File: config.mk
export PLATFORM = sky130hd
export DESIGN_NAME = ax_btb_redirect_select
export DESIGN_NICKNAME = d
export VERILOG_FILES = /design/src/rtl/ax_btb_redirect_select_pkg.sv /design/src/rtl/ax_btb_redirect_select_first_hit_encoder.sv /design/src/rtl/ax_btb_redirect_select.sv
export SDC_FILE = /design/constraint.sdc
export NUM_CORES = 1
export LEC_CHECK = 0
export CAP_MARGIN = 5
export CORE_MARGIN = 4
export CORE_UTILIZATION = 39
export DETAILED_ROUTE_END_ITERATION = 10
export GPL_TIMING_DRIVEN = 0
export PLACE_DENSITY = 0.76
export SYNTH_ARGS = -nofsm -noshare
export SYNTH_HDL_FRONTEND = slang
export SYNTH_HIERARCHICAL = 1
export SYNTH_SLANG_ARGS = --single-unit
File: constraint.sdc
create_clock -name clk -period 1.9 [get_ports clk]
set_clock_uncertainty 0.15 [all_clocks]
set_input_delay 0.38 -clock clk [delete_from_list [all_inputs] [get_ports clk]]
set_output_delay 0.38 -clock clk [all_outputs]
set_load 0.05 [all_outputs]
File: src/rtl/ax_btb_redirect_select_pkg.sv
// Shared fetch-unit types for the approximate-branch redirect selector:
// lane/PC sizing, redirect FSM states and the redirect request record.
package ax_btb_redirect_select_pkg;

  localparam int FETCH_WIDTH = 2;
  localparam int PC_WIDTH    = 32;
  localparam int AX_REDIRECT_COOLDOWN_CYCLES = 4;

  // $clog2 that never returns 0, so single-value fields still get one bit.
  function automatic int widthMin1(input int n);
    return (n <= 1) ? 1 : $clog2(n);
  endfunction

  typedef logic [PC_WIDTH-1:0] PC_Path;

  typedef enum logic [1:0] {
    IDLE,
    HOLD,
    COOLDOWN
  } AxRedirectState;

  typedef struct packed {
    logic                                valid;
    PC_Path                              target;
    logic [widthMin1(FETCH_WIDTH)-1:0]   lane;
  } AxRedirectReq;

endpackage

File: src/rtl/ax_btb_redirect_select_first_hit_encoder.sv
// Combinational priority encoder: oldest hitting lane, any-hit flag and the
// mask of lanes that survive (the hitting lane and everything older).
module ax_first_hit_encoder
  import ax_btb_redirect_select_pkg::*;
#(
  parameter int NUM_LANES = FETCH_WIDTH,
  parameter int LANE_W    = widthMin1(NUM_LANES)
) (
  input  logic                 fetchValid,
  input  logic [NUM_LANES-1:0] bufferHit,
  output logic [LANE_W-1:0]    hitLane,
  output logic                 anyHit,
  output logic [NUM_LANES-1:0] laneMask
);

  // hitBelow[k] is set when some lane older than k already hit.
  logic [NUM_LANES:0] hitBelow;

  assign hitBelow[0] = 1'b0;

  generate
    for (genvar gi = 0; gi < NUM_LANES; gi++) begin : gLane
      assign hitBelow[gi+1] = hitBelow[gi] | bufferHit[gi];
      assign laneMask[gi]   = fetchValid & ~hitBelow[gi];
    end
  endgenerate

  assign anyHit = fetchValid & hitBelow[NUM_LANES];

  always_comb begin
    hitLane = '0;
    for (int i = NUM_LANES - 1; i >= 0; i--) begin
      if (bufferHit[i]) hitLane = LANE_W'(i);
    end
  end

endmodule

File: src/rtl/ax_btb_redirect_select.sv
// Fetch-stage redirect selector for approximate-branch buffer hits with stall
// hold and post-flush cooldown. Optional perf counters: AX_REDIRECT_PERF_EN.
module ax_btb_redirect_select #(
  parameter int FETCH_WIDTH     = ax_btb_redirect_select_pkg::FETCH_WIDTH,
  parameter int PC_WIDTH        = ax_btb_redirect_select_pkg::PC_WIDTH,
  parameter int COOLDOWN_CYCLES = ax_btb_redirect_select_pkg::AX_REDIRECT_COOLDOWN_CYCLES
) (
  input  logic                                                  clk,
  input  logic                                                  rst,
  input  logic                                                  fetchValid,
  input  logic [FETCH_WIDTH-1:0]                                bufferHit,
  input  logic [FETCH_WIDTH*PC_WIDTH-1:0]                       bufferOut,
  input  logic                                                  stall,
  input  logic                                                  flush,
  output logic                                                  redirectValid,
  output logic [PC_WIDTH-1:0]                                   redirectTarget,
  output logic [ax_btb_redirect_select_pkg::widthMin1(FETCH_WIDTH)-1:0] redirectLane,
  output logic [FETCH_WIDTH-1:0]                                laneValidMask,
  output logic                                                  cooldownActive
`ifdef AX_REDIRECT_PERF_EN
  ,
  output logic [31:0]                                           perfRedirectCount,
  output logic [31:0]                                           perfSuppressedCount
`endif
);

  import ax_btb_redirect_select_pkg::*;

  localparam int LANE_W = widthMin1(FETCH_WIDTH);
  localparam int CNT_W  = widthMin1(COOLDOWN_CYCLES + 1);
  localparam logic [CNT_W-1:0]       CNT_RELOAD = CNT_W'(COOLDOWN_CYCLES);
  localparam logic [CNT_W-1:0]       CNT_ONE    = CNT_W'(1);
  localparam logic [FETCH_WIDTH-1:0] ALL_LANES  = '1;

  logic [LANE_W-1:0]      hitLane;
  logic                   anyHit;
  logic [FETCH_WIDTH-1:0] selMask;
  logic [PC_WIDTH-1:0]    laneTarget [FETCH_WIDTH];
  logic [PC_WIDTH-1:0]    selTarget;

  AxRedirectState         stateReg;
  logic [CNT_W-1:0]       cooldownCntReg;

  ax_first_hit_encoder #(
    .NUM_LANES (FETCH_WIDTH),
    .LANE_W    (LANE_W)
  ) uFirstHit (
    .fetchValid (fetchValid),
    .bufferHit  (bufferHit),
    .hitLane    (hitLane),
    .anyHit     (anyHit),
    .laneMask   (selMask)
  );

  generate
    for (genvar gi = 0; gi < FETCH_WIDTH; gi++) begin : gTarget
      assign laneTarget[gi] = bufferOut[gi*PC_WIDTH +: PC_WIDTH];
    end
  endgenerate

  // Targets pass through untouched; the encoder only chooses which lane.
  assign selTarget = laneTarget[hitLane];

  always_ff @(posedge clk) begin
    if (rst) begin
      stateReg       <= IDLE;
      cooldownCntReg <= '0;
      redirectValid  <= 1'b0;
      redirectTarget <= '0;
      redirectLane   <= '0;
      laneValidMask  <= '0;
      cooldownActive <= 1'b0;
    end else if (flush) begin
      // Any pending redirect is dropped; recovery PC owns NextPC now.
      redirectValid  <= 1'b0;
      laneValidMask  <= '0;
      if (COOLDOWN_CYCLES > 0) begin
        cooldownCntReg <= CNT_RELOAD;
        stateReg       <= COOLDOWN;
        cooldownActive <= 1'b1;
      end else begin
        stateReg       <= IDLE;
        cooldownActive <= 1'b0;
      end
    end else begin
      case (stateReg)
        COOLDOWN: begin
          // The window is measured in edges, so it drains even under stall.
          redirectValid <= 1'b0;
          if (cooldownCntReg != '0) cooldownCntReg <= cooldownCntReg - CNT_ONE;
          if (!stall) laneValidMask <= fetchValid ? ALL_LANES : '0;
          if (cooldownCntReg <= CNT_ONE) begin
            stateReg       <= IDLE;
            cooldownActive <= 1'b0;
          end
        end
        default: begin
          // IDLE and HOLD sample alike: an unstalled edge in HOLD consumes the
          // held redirect and captures the next group in the same cycle.
          if (!stall) begin
            redirectValid  <= anyHit;
            redirectTarget <= selTarget;
            redirectLane   <= hitLane;
            laneValidMask  <= selMask;
            stateReg       <= anyHit ? HOLD : IDLE;
          end
        end
      endcase
    end
  end

`ifdef AX_REDIRECT_PERF_EN
  logic sampleEdge;

  assign sampleEdge = !flush && !stall && anyHit;

  always_ff @(posedge clk) begin
    if (rst) begin
      perfRedirectCount   <= '0;
      perfSuppressedCount <= '0;
    end else if (sampleEdge) begin
      if (stateReg == COOLDOWN) begin
        if (perfSuppressedCount != '1) perfSuppressedCount <= perfSuppressedCount + 32'd1;
      end else begin
        if (perfRedirectCount != '1) perfRedirectCount <= perfRedirectCount + 32'd1;
      end
    end
  end
`endif

endmodule

==> results of run 1 <==
per-layer routing:
metal	GRT usage, %	part of all wire (%)
met5	0	0
met2	31.3	46
met3	8.24	10
met1	23.1	43
met4	4.30	0.87
flip-flops by register name, summed over array words and instances (netlist names):
name and cells:
redirectValid 1, cooldownCntReg 3, redirectLane 1, stateReg 2, cooldownActive 1, laneValidMask 2, redirectTarget 32
path summary, 6_finish.rpt:
kind                 from                end  slack [ns]  cells past startpoint
max reg2reg   stateReg[0]  redirectTarget[7]        0.34                      4
min          redirectLane       redirectLane        0.33                      2
min reg2reg  redirectLane       redirectLane        0.33                      2
max          bufferHit[1]  redirectTarget[3]        0.14                      6
through the flow:
stage	setup TNS, ns	hold slack, ns	worst slack (ns)	cell area [um^2]
after floorplan	0	0.312	0.440	2000
after global placement	-4.70	0.314	-0.235	3150
after detailed placement	-5.05	0.325	-0.251	3150
after CTS	0	0.333	0.0487	3200
after global routing	0	0.368	0.0427	3210
final	0	0.329	0.138	3210
logic make-up (layout without fill, tap and decap cells):
logic type               count (synthesis)  count (layout)  share of synthesized area, %
AND/OR/NAND/NOR                         24              24                          7.95
AO/OA/AOI/OAI                           80              80                          24.8
multiplexers                            33              33                          16.5
flip-flops                              42              42                          42.1
buffers and inverters                   26             141                          6.76
adder cells (fa/ha/maj)                  3               3                          1.88
power by group:
| group | switching (uW) | total (uW) | leakage, uW | internal, uW |
|---|---|---|---|---|
| Sequential | 30.6 | 968 | 0.000345 | 938 |
| Clock | 303 | 596 | 0.0000482 | 293 |
| Combinational | 380 | 668 | 0.000925 | 288 |
tightest hold or removal path, delay by kind of cell, from the launching register on:
family | cells | cell delay (ns)
AOI/OAI and AO/OA | 2 | 0.12
DFF | 1 | 0.32
repair_timing:
| item | CTS | global route |
|---|---|---|
| gates resized for setup | 37 | 3 |
| endpoints found under the setup margin | 37 | 3 |
| cloned | 0 | 0 |
layout by cell type, fill, tap and decap left out, types with 2 or more instances in the layout:
cell type | synthesis | routed
clkdlybuf4s50_1 | 0 | 70
dfxtp_1 | 42 | 42
dlygate4sd2_1 | 0 | 37
a21oi_1 | 36 | 36
a211oi_1 | 34 | 34
mux2i_1 | 33 | 33
buf_2 | 12 | 11
clkbuf_1 | 5 | 6
nor2b_1 | 6 | 6
o21ai_0 | 6 | 6
clkbuf_8 | 0 | 6
inv_1 | 4 | 4
nor3_1 | 4 | 4
buf_6 | 1 | 3
ha_1 | 3 | 3
buf_4 | 4 | 2
nand2b_1 | 2 | 2
or3_1 | 2 | 2
final cells by class:
cell class	instances	area, um^2	share of cell area [%]
Multi-Input combinational cell	140	1020	31.9
Clock inverter	1	5.00	0.156
Sequential cell	42	841	26.2
Tap cell	67	83.8	2.61
Buffer	22	130	4.05
Inverter	4	15.0	0.468
Clock buffer	7	86.3	2.69
Timing Repair Buffer	107	1020	31.9
==> metrics.yaml, run 1 <==
rsz0062_at_grt: "false"
clkTransAtPathRegs_ns: 0.08
rows: 25
nFillCells: 450
fp.dieW_um: 79.6
fmaxAchievable_mhz: 568
die_area_um2: 6340
hold_viol: 0
synth_commonest_cells: "dfxtp_1, a21oi_1, a211oi_1"
start_util_pct: 41.2
synth_edf_count: 0
synth_cell_types: 29
synth-seq-area-share_pct: 42.1
max_stage_delay_ns: 0.47
syn2layout_area_growth_pct: 60.5
worst_slew_margin_rel_pct: 63.8
grt_max_degree: 13
ys_seq_elements: 42
grt_pass1_wl_mm: 9.56
fp.dieH_um: 79.6
drv_cap: 0
antenna_cells: 0
grt_pass1_vias: 2105
nNetsFinal: 396
cts_tree: "yes"
fin_cells: 390
ant_nets: 0
grt.total_usage_pct: 19.1
period_needed_ns: 1.76
dr.pass1.iters: 4
gp_congestion: 0.737
yosys_warnings: 6
postSynth.asyncResetShare_pct: 0
syn-cell-area_um2: 2000
setup_violations: 0
cts_made_buffers: 5
p_leak_uw: 0.00132
crit_fanout: 10
hpwl_mm: 4.53
via_count: 1969
cp.required_ns: 1.91
wl_per_cell_um: 14.9
core-area_um2: 4850
drc_errors: 0
root_buffer: "clkbuf_8"
cp_num_buf_inv: 3
drive_gt1_share_pct: 8.98
postCtsSetupRepairBufs: 0
drt_wl_total_mm: 5.83
port_buffers: 107
synth_area_leader_cell: "dfxtp_1"
crit_path_start_kind: "primary input"
hold_class: "register to register"
p_per_area_nw_per_um2: 696
avgSynthCellArea_um2: 9.61
arrival_ns: 1.78
ios: 108
antenna_found_initial: 0
ir_drop_mv: 0.431
clkLatencyLatePin_ns: 0.29
viasPerCell: 5.05
dp.cells: 382
htreeDepth: 2
worst_slew_pin_slew_ns: 0.545
syn_nets: 282
synthFlopType: "dfxtp_1"
crit_path_end_kind: "register"
synthCells: 208
final_util_pct: 66.2
overflow: 0
crit_chain: "clkdlybuf4s50_1, nor2b_1, clkbuf_4, buf_6, mux2i_1, a211oi_1"
first_iter_violations: 46
clockBufferDepth: 2
synth.top_cell.area_share_pct: 42.1
numClockSinks: 42
synth.area.top_cells: "dfxtp_1, mux2i_1, a211oi_1"
fin_crit_sh_pct: 92.7
synth_most_common_cell: "dfxtp_1"
hold_buffers: 0
outcome: "complete, no violations"
power_uw: 2230
critPathKind: "primary input to register"
finalMaxSlewViolations: 0
crit_family: "buffers and inverters"
worst_path_max_delay_cell: "clkdlybuf4s50_1"
Power figures use the tool's default switching activity.
==> run 2, diff against run 1 <==
--- a/config.mk
+++ b/config.mk
@@ -5,12 +5,11 @@
 export SDC_FILE = /design/constraint.sdc
 export NUM_CORES = 1
 export LEC_CHECK = 0
-export CAP_MARGIN = 5
 export CORE_MARGIN = 4
 export CORE_UTILIZATION = 39
 export DETAILED_ROUTE_END_ITERATION = 10
 export GPL_TIMING_DRIVEN = 0
-export PLACE_DENSITY = 0.76
+export PLACE_DENSITY = 0.83
 export SYNTH_ARGS = -nofsm -noshare
 export SYNTH_HDL_FRONTEND = slang
 export SYNTH_HIERARCHICAL = 1
==> run 2 against run 1 <==
  * Sequential share of layout area grew 0.051 points
  * Fmax fell by 2.5%
  * Hold slack worse by 0.0081 ns
  * Final cell count did not move
  * Global-route usage shrank 0.77 points
  * Largest power group unchanged
  * Wire length decreased by 1.0%
  * First-iteration DRC count is 35% higher
==> metrics.yaml, run 2 (synthesis results as in run 1) <==
gp_congestion: 0.770
multi_input_area_um2: 1020
crit_path_end_kind: "register"
grt_pass1_vias: 1994
holdCritStartpoint: "redirectLane"
mostFrequentLayoutCell: "clkdlybuf4s50_1"
nNetsFinal: 396
final_cell_mix: "clkdlybuf4s50_1, dfxtp_1, dlygate4sd2_1"
min_to: "redirectLane"
drive_gt1_share_pct: 9.29
p_per_area_nw_per_um2: 698
ant_nets: 0
core-area_um2: 4850
worstReg2RegEnd: "redirectTarget[4]"
arrival_ns: 1.82
biggestRegsByFlops: "redirectTarget (32), cooldownCntReg (3)"
viasPerCell: 5.11
fmaxAchievable_mhz: 554
drc_errors: 0
grt_max_degree: 14
numClockSinks: 42
outcome: "complete, no violations"
clkTransAtPathRegs_ns: 0.08
cp.required_ns: 1.91
place_ws_ns: -0.217
hold_viol: 0
highest_layer: "met4"
nFillCells: 433
via_count: 1991
worst_slew_pin_slew_ns: 0.517
wl_met3_um: 438
crit_path_start_kind: "primary input"
ios: 108
hold_buffers: 0
dr.pass1.iters: 4
crit_fanout: 10
fp.dieW_um: 79.6
port_buffers: 107
htreeDepth: 2
drt-met1-wl_mm: 2.45
rsz0062_at_grt: "false"
syn2layout_area_growth_pct: 60.2
hold_class: "register to register"
die_area_um2: 6340
top_register: "redirectTarget"
crit_path_frequent_cell: "buf_2"
final_util_pct: 66.1
r2r-start: "stateReg[0]"
p_leak_uw: 0.00132
largest_reg_flops: 32
clkLatencyLatePin_ns: 0.29
grt_pass1_wl_mm: 9.19
cts_made_buffers: 5
drv_cap: 0
ir_drop_mv: 0.483
max_stage_delay_ns: 0.44
whs_ns: 0.321
dpl_cell_area_um2: 3150
fp.dieH_um: 79.6
period_needed_ns: 1.81
hpwl_mm: 4.42
cp_num_buf_inv: 3
grt.total_usage_pct: 18.3
setup_violations: 0
rows: 25
clockBufferDepth: 2
antenna_found_initial: 0
final_area_um2: 3200
drt_wl_total_mm: 5.77
start_util_pct: 41.2
wl_per_cell_um: 14.8
worst_slew_margin_rel_pct: 65.6
r2r_setup_slack_ns: 0.28
first_iter_violations: 62
crit_family: "buffers and inverters"
postCtsSetupRepairBufs: 0
seq_area_um2: 841
antenna_cells: 0
critPathKind: "primary input to register"
reg2reg_depth: 4
crit_chain: "clkdlybuf4s50_1, buf_2, nor3_2, buf_2, a211oi_1"
overflow: 0
tns_ns: 0
root_buffer: "clkbuf_8"
finalMaxSlewViolations: 0
wl_met2_mm: 2.83
holdPathStages: 2
worst_path_max_delay_cell: "clkdlybuf4s50_1"
setup_ws_ns: 0.0934
fin_crit_sh_pct: 95.1
cts_tree: "yes"
-- run 2: what timing repair did --
item / 4_1_cts / 5_1_grt
gates resized for setup: 37 / 0
setup endpoints to repair: 37 / 0
hold endpoints to repair: 0 / 0
-- run 2: area by class of cell --
class / count / share of cell area (%)
Buffer: 22 / 3.75
Clock buffer: 6 / 2.58
Clock inverter: 2 / 0.391
Inverter: 4 / 0.469
Multi-Input combinational cell: 140 / 32.0
Sequential cell: 42 / 26.3
Tap cell: 67 / 2.62
Timing Repair Buffer: 107 / 32.0
-- run 2: worst reg2reg max path, cell delays in order, from the launching register on --
cell      delay (ns)
dfxtp_1         0.37
and2b_1         0.25
nor3_2          0.31
buf_2           0.31
a211oi_1        0.11
-- run 2: power by group --
part	internal, uW	total (uW)	leakage, uW	switching [uW]
registers	938	968	0.000345	30.0
logic	286	664	0.000923	378
clock network	292	605	0.0000472	313
-- run 2: metrics by stage --
step | power (uW) | cells
3_5_place_dp | 1690 | 382
4_1_cts | 2260 | 390
3_3_place_gp | 1680 | 382
5_1_grt | 2350 | 390
6_report | 2240 | 390
2_1_floorplan | 1390 | 208
-- run 2: worst max path at each step --
stage	from	to	depth (start not counted)
after floorplan	cooldownCntReg[0]	cooldownCntReg[2]	4
after global placement	stall	redirectTarget[3]	5
after detailed placement	stall	redirectTarget[7]	5
after CTS	stall	redirectTarget[12]	5
after global routing	stall	redirectTarget[31]	5
final	stall	redirectTarget[4]	5
-- run 2: per-layer routing --
| metal | track usage, % | vias up |
|---|---|---|
| li1 | - | 997 |
| met1 | 21.2 | 923 |
| met2 | 31.7 | 64 |
| met3 | 7.22 | 7 |
| met4 | 4.12 | 0 |
| met5 | 0 | - |
